--- config.mk ---
export PLATFORM = sky130hd
export DESIGN_NAME = counter_controller
export DESIGN_NICKNAME = d
export VERILOG_FILES = /design/src/rtl/counter_controller_pkg.sv /design/src/rtl/updown_counter.sv /design/src/rtl/counter_controller.sv
export SDC_FILE = /design/constraint.sdc
export NUM_CORES = 1
export LEC_CHECK = 0
export CAP_MARGIN = 20
export CORE_MARGIN = 8
export CORE_UTILIZATION = 43
export DETAILED_ROUTE_END_ITERATION = 8
export GPL_ROUTABILITY_DRIVEN = 0
export PLACE_DENSITY = 0.84
export SETUP_SLACK_MARGIN = 0.5
export SLEW_MARGIN = 20
export SYNTH_ARGS = -nofsm -noshare
export SYNTH_HDL_FRONTEND = slang
export SYNTH_SLANG_ARGS = --single-unit
--- constraint.sdc ---
create_clock -name clock -period 1.7 [get_ports clock]
set_input_delay 0.51 -clock clock [delete_from_list [all_inputs] [get_ports clock]]
set_output_delay 0.51 -clock clock [all_outputs]
set_load 0.02 [all_outputs]
--- src/rtl/counter_controller_pkg.sv ---
// Shared types and defaults for the counter run controller and its counter datapath.
package counter_controller_pkg;

  localparam int DEF_WIDTH = 4;

  typedef enum logic [1:0] {
    IDLE = 2'b00,
    LOAD = 2'b01,
    RUN  = 2'b10,
    DONE = 2'b11
  } state_e;

endpackage

--- src/rtl/updown_counter.sv ---
// W-bit up/down counter with async clear, synchronous load and count enable.
// Load has priority over enable; counting is modulo 2^W.
module updown_counter #(
  parameter int W = 4
) (
  input  logic         clk_i,
  input  logic         clr_i,
  input  logic         load_i,
  input  logic [W-1:0] load_val_i,
  input  logic         en_i,
  input  logic         up_i,
  output logic [W-1:0] q_o
);

  localparam logic [W-1:0] ONE = W'(1);

  logic [W-1:0] q_q;
  logic [W-1:0] q_d;

  // next counter value
  always_comb begin
    q_d = q_q;
    if (load_i) begin
      q_d = load_val_i;
    end else if (en_i) begin
      q_d = up_i ? (q_q + ONE) : (q_q - ONE);
    end else begin
      q_d = q_q;
    end
  end

  // counter register
  always_ff @(posedge clk_i or posedge clr_i) begin
    if (clr_i) begin
      q_q <= '0;
    end else begin
      q_q <= q_d;
    end
  end

  assign q_o = q_q;

endmodule

--- src/rtl/counter_controller.sv ---
// Run controller: captures a run on start, loads and steps the counter,
// flags terminal count, then stops or reloads; a run can be aborted by stop.
module counter_controller
  import counter_controller_pkg::*;
#(
  parameter int WIDTH = DEF_WIDTH
) (
  input  logic             clock,
  input  logic             clear,
  input  logic             start,
  input  logic [WIDTH-1:0] init,
  input  logic [WIDTH-1:0] limit,
  input  logic             up,
  input  logic             wrap,
  input  logic             step,
  input  logic             stop,
  output logic [WIDTH-1:0] count,
  output logic             busy,
  output logic             done,
  output logic             tc,
  output logic             aborted
);

  state_e           state_q, state_d;
  logic [WIDTH-1:0] init_q, init_d;
  logic [WIDTH-1:0] limit_q, limit_d;
  logic             up_q, up_d;
  logic             wrap_q, wrap_d;
  logic             tc_q, tc_d;
  logic             aborted_q, aborted_d;

  logic             cnt_load_s;
  logic             cnt_en_s;
  logic [WIDTH-1:0] cnt_s;
  logic             at_limit_s;

  assign at_limit_s = (cnt_s == limit_q);

  // next state, shadow capture, flags and counter controls
  always_comb begin
    state_d    = state_q;
    init_d     = init_q;
    limit_d    = limit_q;
    up_d       = up_q;
    wrap_d     = wrap_q;
    tc_d       = 1'b0;
    aborted_d  = aborted_q;
    cnt_load_s = 1'b0;
    cnt_en_s   = 1'b0;
    case (state_q)
      IDLE: begin
        if (start) begin
          init_d    = init;
          limit_d   = limit;
          up_d      = up;
          wrap_d    = wrap;
          aborted_d = 1'b0;
          state_d   = LOAD;
        end else begin
          state_d = IDLE;
        end
      end
      LOAD: begin
        if (stop) begin
          aborted_d = 1'b1;
          state_d   = DONE;
        end else begin
          cnt_load_s = 1'b1;
          state_d    = RUN;
        end
      end
      RUN: begin
        // stop wins over a coincident terminal step
        if (stop) begin
          aborted_d = 1'b1;
          state_d   = DONE;
        end else if (!step) begin
          state_d = RUN;
        end else if (at_limit_s) begin
          tc_d = 1'b1;
          if (wrap_q) begin
            cnt_load_s = 1'b1;
            state_d    = RUN;
          end else begin
            state_d = DONE;
          end
        end else begin
          cnt_en_s = 1'b1;
          state_d  = RUN;
        end
      end
      DONE: begin
        state_d = IDLE;
      end
      default: begin
        state_d = IDLE;
      end
    endcase
  end

  // state, shadow registers and status flags
  always_ff @(posedge clock or posedge clear) begin
    if (clear) begin
      state_q   <= IDLE;
      init_q    <= '0;
      limit_q   <= '0;
      up_q      <= 1'b0;
      wrap_q    <= 1'b0;
      tc_q      <= 1'b0;
      aborted_q <= 1'b0;
    end else begin
      state_q   <= state_d;
      init_q    <= init_d;
      limit_q   <= limit_d;
      up_q      <= up_d;
      wrap_q    <= wrap_d;
      tc_q      <= tc_d;
      aborted_q <= aborted_d;
    end
  end

  updown_counter #(
    .W(WIDTH)
  ) u_counter (
    .clk_i      (clock),
    .clr_i      (clear),
    .load_i     (cnt_load_s),
    .load_val_i (init_q),
    .en_i       (cnt_en_s),
    .up_i       (up_q),
    .q_o        (cnt_s)
  );

  assign count   = cnt_s;
  assign busy    = (state_q == LOAD) || (state_q == RUN);
  assign done    = (state_q == DONE);
  assign tc      = tc_q;
  assign aborted = aborted_q;

endmodule
== Word-level counts from Yosys, hierarchy flattened ==
Index checks and enable logic that the tools add are counted.
Storage, ports and cells
  output and inout port bits: 8
  logic and storage cells: 50
  register bits after elaboration: 18
Cells by class
  mux-type cells: 27
  reduce and logical (&&, ||, !) cells: 7
  equality and inequality tests: 6
  add/subtract/negate cells: 2
Operator list (number)
  2-to-1 mux 1 bit: 18
  2-to-1 mux 4 bit: 3
  one-hot mux 2 bit (4 select lines): 1
  2-to-1 mux 2 bit: 3
  adder 4 x 1 -> 4 bit, second input constant: 1
  == test 2 bit, second input constant: 2
  == test 4 bit: 1
  one-hot mux 1 bit (2 select lines): 2
  nonzero test 2 bit: 2
  subtractor 4 x 1 -> 4 bit, second input constant: 1
  AND reduction 3 bit: 1
  == test 2 x 1 -> 1 bit, second input constant: 1
  logical NOT 2 bit: 1
  != test 2 x 1 -> 1 bit, second input constant: 1
  != test 2 bit, second input constant: 1
  AND reduction 2 bit: 1
  OR reduction 2 bit: 1
  logical OR 1 bit: 1

== Longest topological paths before layout ==
  depth after elaboration: 7
  gate-level depth with buffers: 7
  gate-level depth less buffers: 7

== Modules after synthesis ==
Synthesis repeated with hierarchy kept, for this count alone.
Second synthesis, totals
  cells, all modules: 85
  area, all modules: 1016.0 um2
Modules (own cells, without submodules)
  counter_controller: instances 1, area each 685.7 um2, seq. area each 350.3 um2, cells an instance 53
  updown_counter: instances 1, area each 330.3 um2, seq. area each 100.1 um2, cells an instance 32

== Worst setup path before layout ==
OpenSTA, ideal clock, no wires.
  path type: register -> register
  from: register state_q[0]
  to: register u_counter.q_q[2] (netlist: u_counter.q_o[2])
  path slack: 31 ps
  required time: 1575 ps
  clock period less this slack: 1669 ps
  stages on the path, launching flop included: 6
  path buffers: 0
  arrival time: 1544 ps
  setup time: 125 ps
  cell sequence: dfrtp_1 inv_1 ha_1 nand2_1 o31a_1 mux2_4
On the way
  longest elaborated chain between the ends: 3
  elaborated cells on any way between the ends: 6
  classes of those cells: eq/ne: 2; mux: 3; reduce/logical: 1
Ends and longest elaborated chain
  start: declaration: RTL line counter_controller.sv:24  | state_e state_q, state_d;
  start signal: assignment: RTL line counter_controller.sv:112  | state_q <= state_d;
  == test 2 bit or == test 2 x 1 -> 1 bit (tied branches): RTL line counter_controller.sv:50  | case (state_q)
  one-hot mux 1 bit (2 select lines) or 2-to-1 mux 1 bit (tied branches): RTL line counter_controller.sv:50
  2-to-1 mux 4 bit or nonzero test 2 bit (tied branches)
  end signal: assignment: RTL line updown_counter.sv:37  | q_q <= q_d;
  end: declaration: RTL line updown_counter.sv:17  | logic [W-1:0] q_q;
Parallel ways exist; a longest one is shown, timed or not.
A chain may end at the register's enable or synchronous reset.

== Worst setup path in the final report ==
  from: register up_q
  to: register u_counter.q_q[3] (netlist: u_counter.q_o[3])
On the way
  longest elaborated chain between the ends: 3
Ends and longest elaborated chain
  start: declaration: RTL line counter_controller.sv:27  | logic up_q, up_d;
  start signal: assignment: RTL line counter_controller.sv:115  | up_q <= up_d;
  2-to-1 mux 4 bit: RTL line updown_counter.sv:26  | q_d = up_i ? (q_q + ONE) : (q_q - ONE);
  2-to-1 mux 4 bit: RTL line updown_counter.sv:25  | end else if (en_i) begin
  2-to-1 mux 4 bit: RTL line updown_counter.sv:23  | if (load_i) begin
Every way passes these cells. The select of a mux whose other input is x is not followed.

==> impl_metrics.csv <==
group,metric,value,unit
synthesis,synth-simple-area-share,0.0780,
detailed_routing,drcViolationCount,0,
critical_path,startpoint_type,"flop",
floorplanning,core_area,2190,µm²
sta,clock_skew,0.00334,ns
place,dpl_cell_area,1320,µm²
place,pre_cts_slack,-0.349,ns
synthesis,synth_top_area_share,0.460,
sta,slew_headroom,0.778,
sta,rsz0062_at_grt,"yes",
synthesis,synth_top_cell_by_area,"dfrtp_1",
finish,num_antenna_cells,0,
power,power,3.69,mW
place,hpwl,1.56,mm
finish,drive_gt1_frac,0.544,
global_route,grtUsageTotal,0.116,
critical_path,cp.required,1.92,ns
global_route,grt_pass1_vias,754,
global_route,antenna_found_initial,0,
sta,setup_violations,1,
sta,drv_slew,0,
power,powerDensity,2220,nW/µm²
global_route,grt.overflow.total,0,
finish,multi_input_area,728,µm²
floorplanning,io_pins,23,
synthesis,synth_xor_area_frac,0.0934,
outcome,outcome,"finished with violations",
place,port-buffer-count,22,
synthesis,synth_compound_area_frac,0.0946,
finish,final_common_cell,"buf_6",
floorplanning,fp.dieH,63.7,µm
critical_path,cp-end-kind,"flop",
critical_path,worstSetupStartpoint,"up_q",
detailed_routing,vias_per_cell,5.21,
detailed_routing,vias,797,
global_route,grt_pass1_wl,3.66,mm
synthesis,synth_mux_area_frac,0.141,
sta,max_freq,574,MHz
synthesis,synthArstFlopShare,1.00,
critical_path,crit_arrival,1.96,ns
finish,final_area,1660,µm²
sta,timing.hold.ws,0.511,ns
detailed_routing,drt_iter0_markers,21,
synthesis,synth_top_family_by_area,"multiplexers",
finish,area_delta_synth_final,69.6,%
power,ir_drop,1.25,mV
finish,final_util,0.757,
sta,tns,-0.0409,ns
finish,layout_common_cells,"buf_6, dfrtp_1, clkdlybuf4s50_1, buf_4, mux2_4",
floorplanning,die-area,4060,µm²
cts,cts_inserted_buffers,3,
synthesis,synth_cell_type_count,23,
sta,period_share,1.02,
detailed_routing,wl,2.71,mm
synthesis,synth-edff-count,0,
detailed_routing,drtPass1Iterations,4,
sta,hold_viol_final,0,
cts,cts_htree_levels,1,
synthesis,syn_area,978,µm²
critical_path,crit_fanout,5,
floorplanning,start_util,0.447,
synthesis,ys_ff_latch,18,
floorplanning,placementRows,17,
power,leakagePower,0.741,nW
synthesis,ys_dominant_reg_cell,"dfrtp_1",
sta,worst_slew_pin_slew,0.333,ns
synthesis,synth_area_leaders,"dfrtp_1, mux2_1, ha_1, xnor2_2, a21oi_1",
floorplanning,chipWidth,63.7,µm
cts,cts_buffer_depth,2,
synthesis,seq_area_frac_synth,0.460,
synthesis,syn_inst,80,
outcome,violations,"setup timing",
finish,nets,149,
cts,cts_num_sinks,18,
finish,fillerInstances,122,
global_route,grt_max_degree,19,
finish,stdcell_count,153,
critical_path,r2r_start,"up_q",
synthesis,synthAdderAreaFrac,0.110,
detailed_routing,ant_nets,0,
place,dpl.cell_count,137,
critical_path,critPathKind,"reg2reg",
detailed_routing,wire_per_inst,17.7,µm
cts,cts_tree,"done",
synthesis,ys_warn_count,0,
sta,setup_slack,-0.0409,ns
sta,min_period,1.74,ns
hold_path,hold_path_class,"in2async",
cts,clk_latency,0.30,ns
synthesis,synth_fp_nets,103,
finish,regArea,458,µm²
run,maxCapViolCount,0,
synthesis,synth.avg_cell_area,12.2,µm²
cts,clockRootBuffer,"clkbuf_4",
cts,cts.clk_slew.worst_paths,0.10,ns
-- power by group --
part | total (mW) | leakage, nW | switching [mW] | internal (mW)
Sequential | 0.967 | 0.208 | 0.310 | 0.657
Clock | 0.228 | 0.0150 | 0.136 | 0.0917
Combinational | 2.49 | 0.518 | 1.06 | 1.43
Total | 3.69 | 0.741 | 1.51 | 2.18
-- synth_stat cells, types with 2 or more instances --
cell type and instances:
inv_1 6, a21oi_1 10, nor2_1 6, ha_1 7, xnor2_1 2, xnor2_2 4
dfrtp_1 18, nand2_1 3, mux2_1 10
-- final cells by class --
class / count / share of cell area
clock buffer: 4 / 0.0158
inverter: 6 / 0.0136
multi-input combinational: 57 / 0.439
sequential: 18 / 0.276
tap: 28 / 0.0211
timing repair buffer: 40 / 0.235
-- sequential cells by signal, indices dropped and copies added, names as in the netlist --
signal / flops
aborted: 1
init_q: 4
limit_q: 4
state_q: 2
tc: 1
u_counter.q_o: 4
up_q: 1
wrap_q: 1
-- metal layers --
layer	GRT usage	routed length, µm	part of all wire
met2	0.200	1420	0.53
met4	0.0975	101	0.037
met1	0.125	1160	0.43
met3	0.0106	25	0.0092
met5	0	0	0
-- path summary, 6_finish.rpt --
| kind | endpoint | slack [ns] | cells after the start |
|---|---|---|---|
| max reg2reg | u_counter.q_o[3] | -0.04 | 7 |
| min in group clock | u_counter.q_o[2] | 0.54 | 1 |
| max in group asynchronous | u_counter.q_o[0] | 0.97 | 3 |
| max | u_counter.q_o[3] | -0.04 | 7 |
| min | wrap_q | 0.51 | 3 |
| min reg2reg | u_counter.q_o[2] | 0.54 | 1 |
-- logic make-up (layout without fill, tap and decap cells) --
logic type,count (synthesis),count (layout)
multiplexers,12,12
adder cells (fa/ha/maj),8,8
XOR/XNOR,7,7
AO/OA/AOI/OAI,15,15
AND/OR/NAND/NOR,14,15
buffers and inverters,6,50
flip-flops,18,18
-- what timing repair did --
action	CTS	global route
pin swaps	4	5
cloned	1	0
endpoints found under the setup margin	24	23
hold buffers	0	0
resized for setup	59	32
setup buffers	3	8
-- critical path: stages (launching register included) --
cell     delay, ns
dfrtp_1       0.40
inv_1         0.22
ha_4          0.27
a21oi_4       0.14
and3_4        0.20
o21ai_2       0.06
xor2_1        0.17
a21oi_1       0.18
Power figures use the tool's default switching activity.
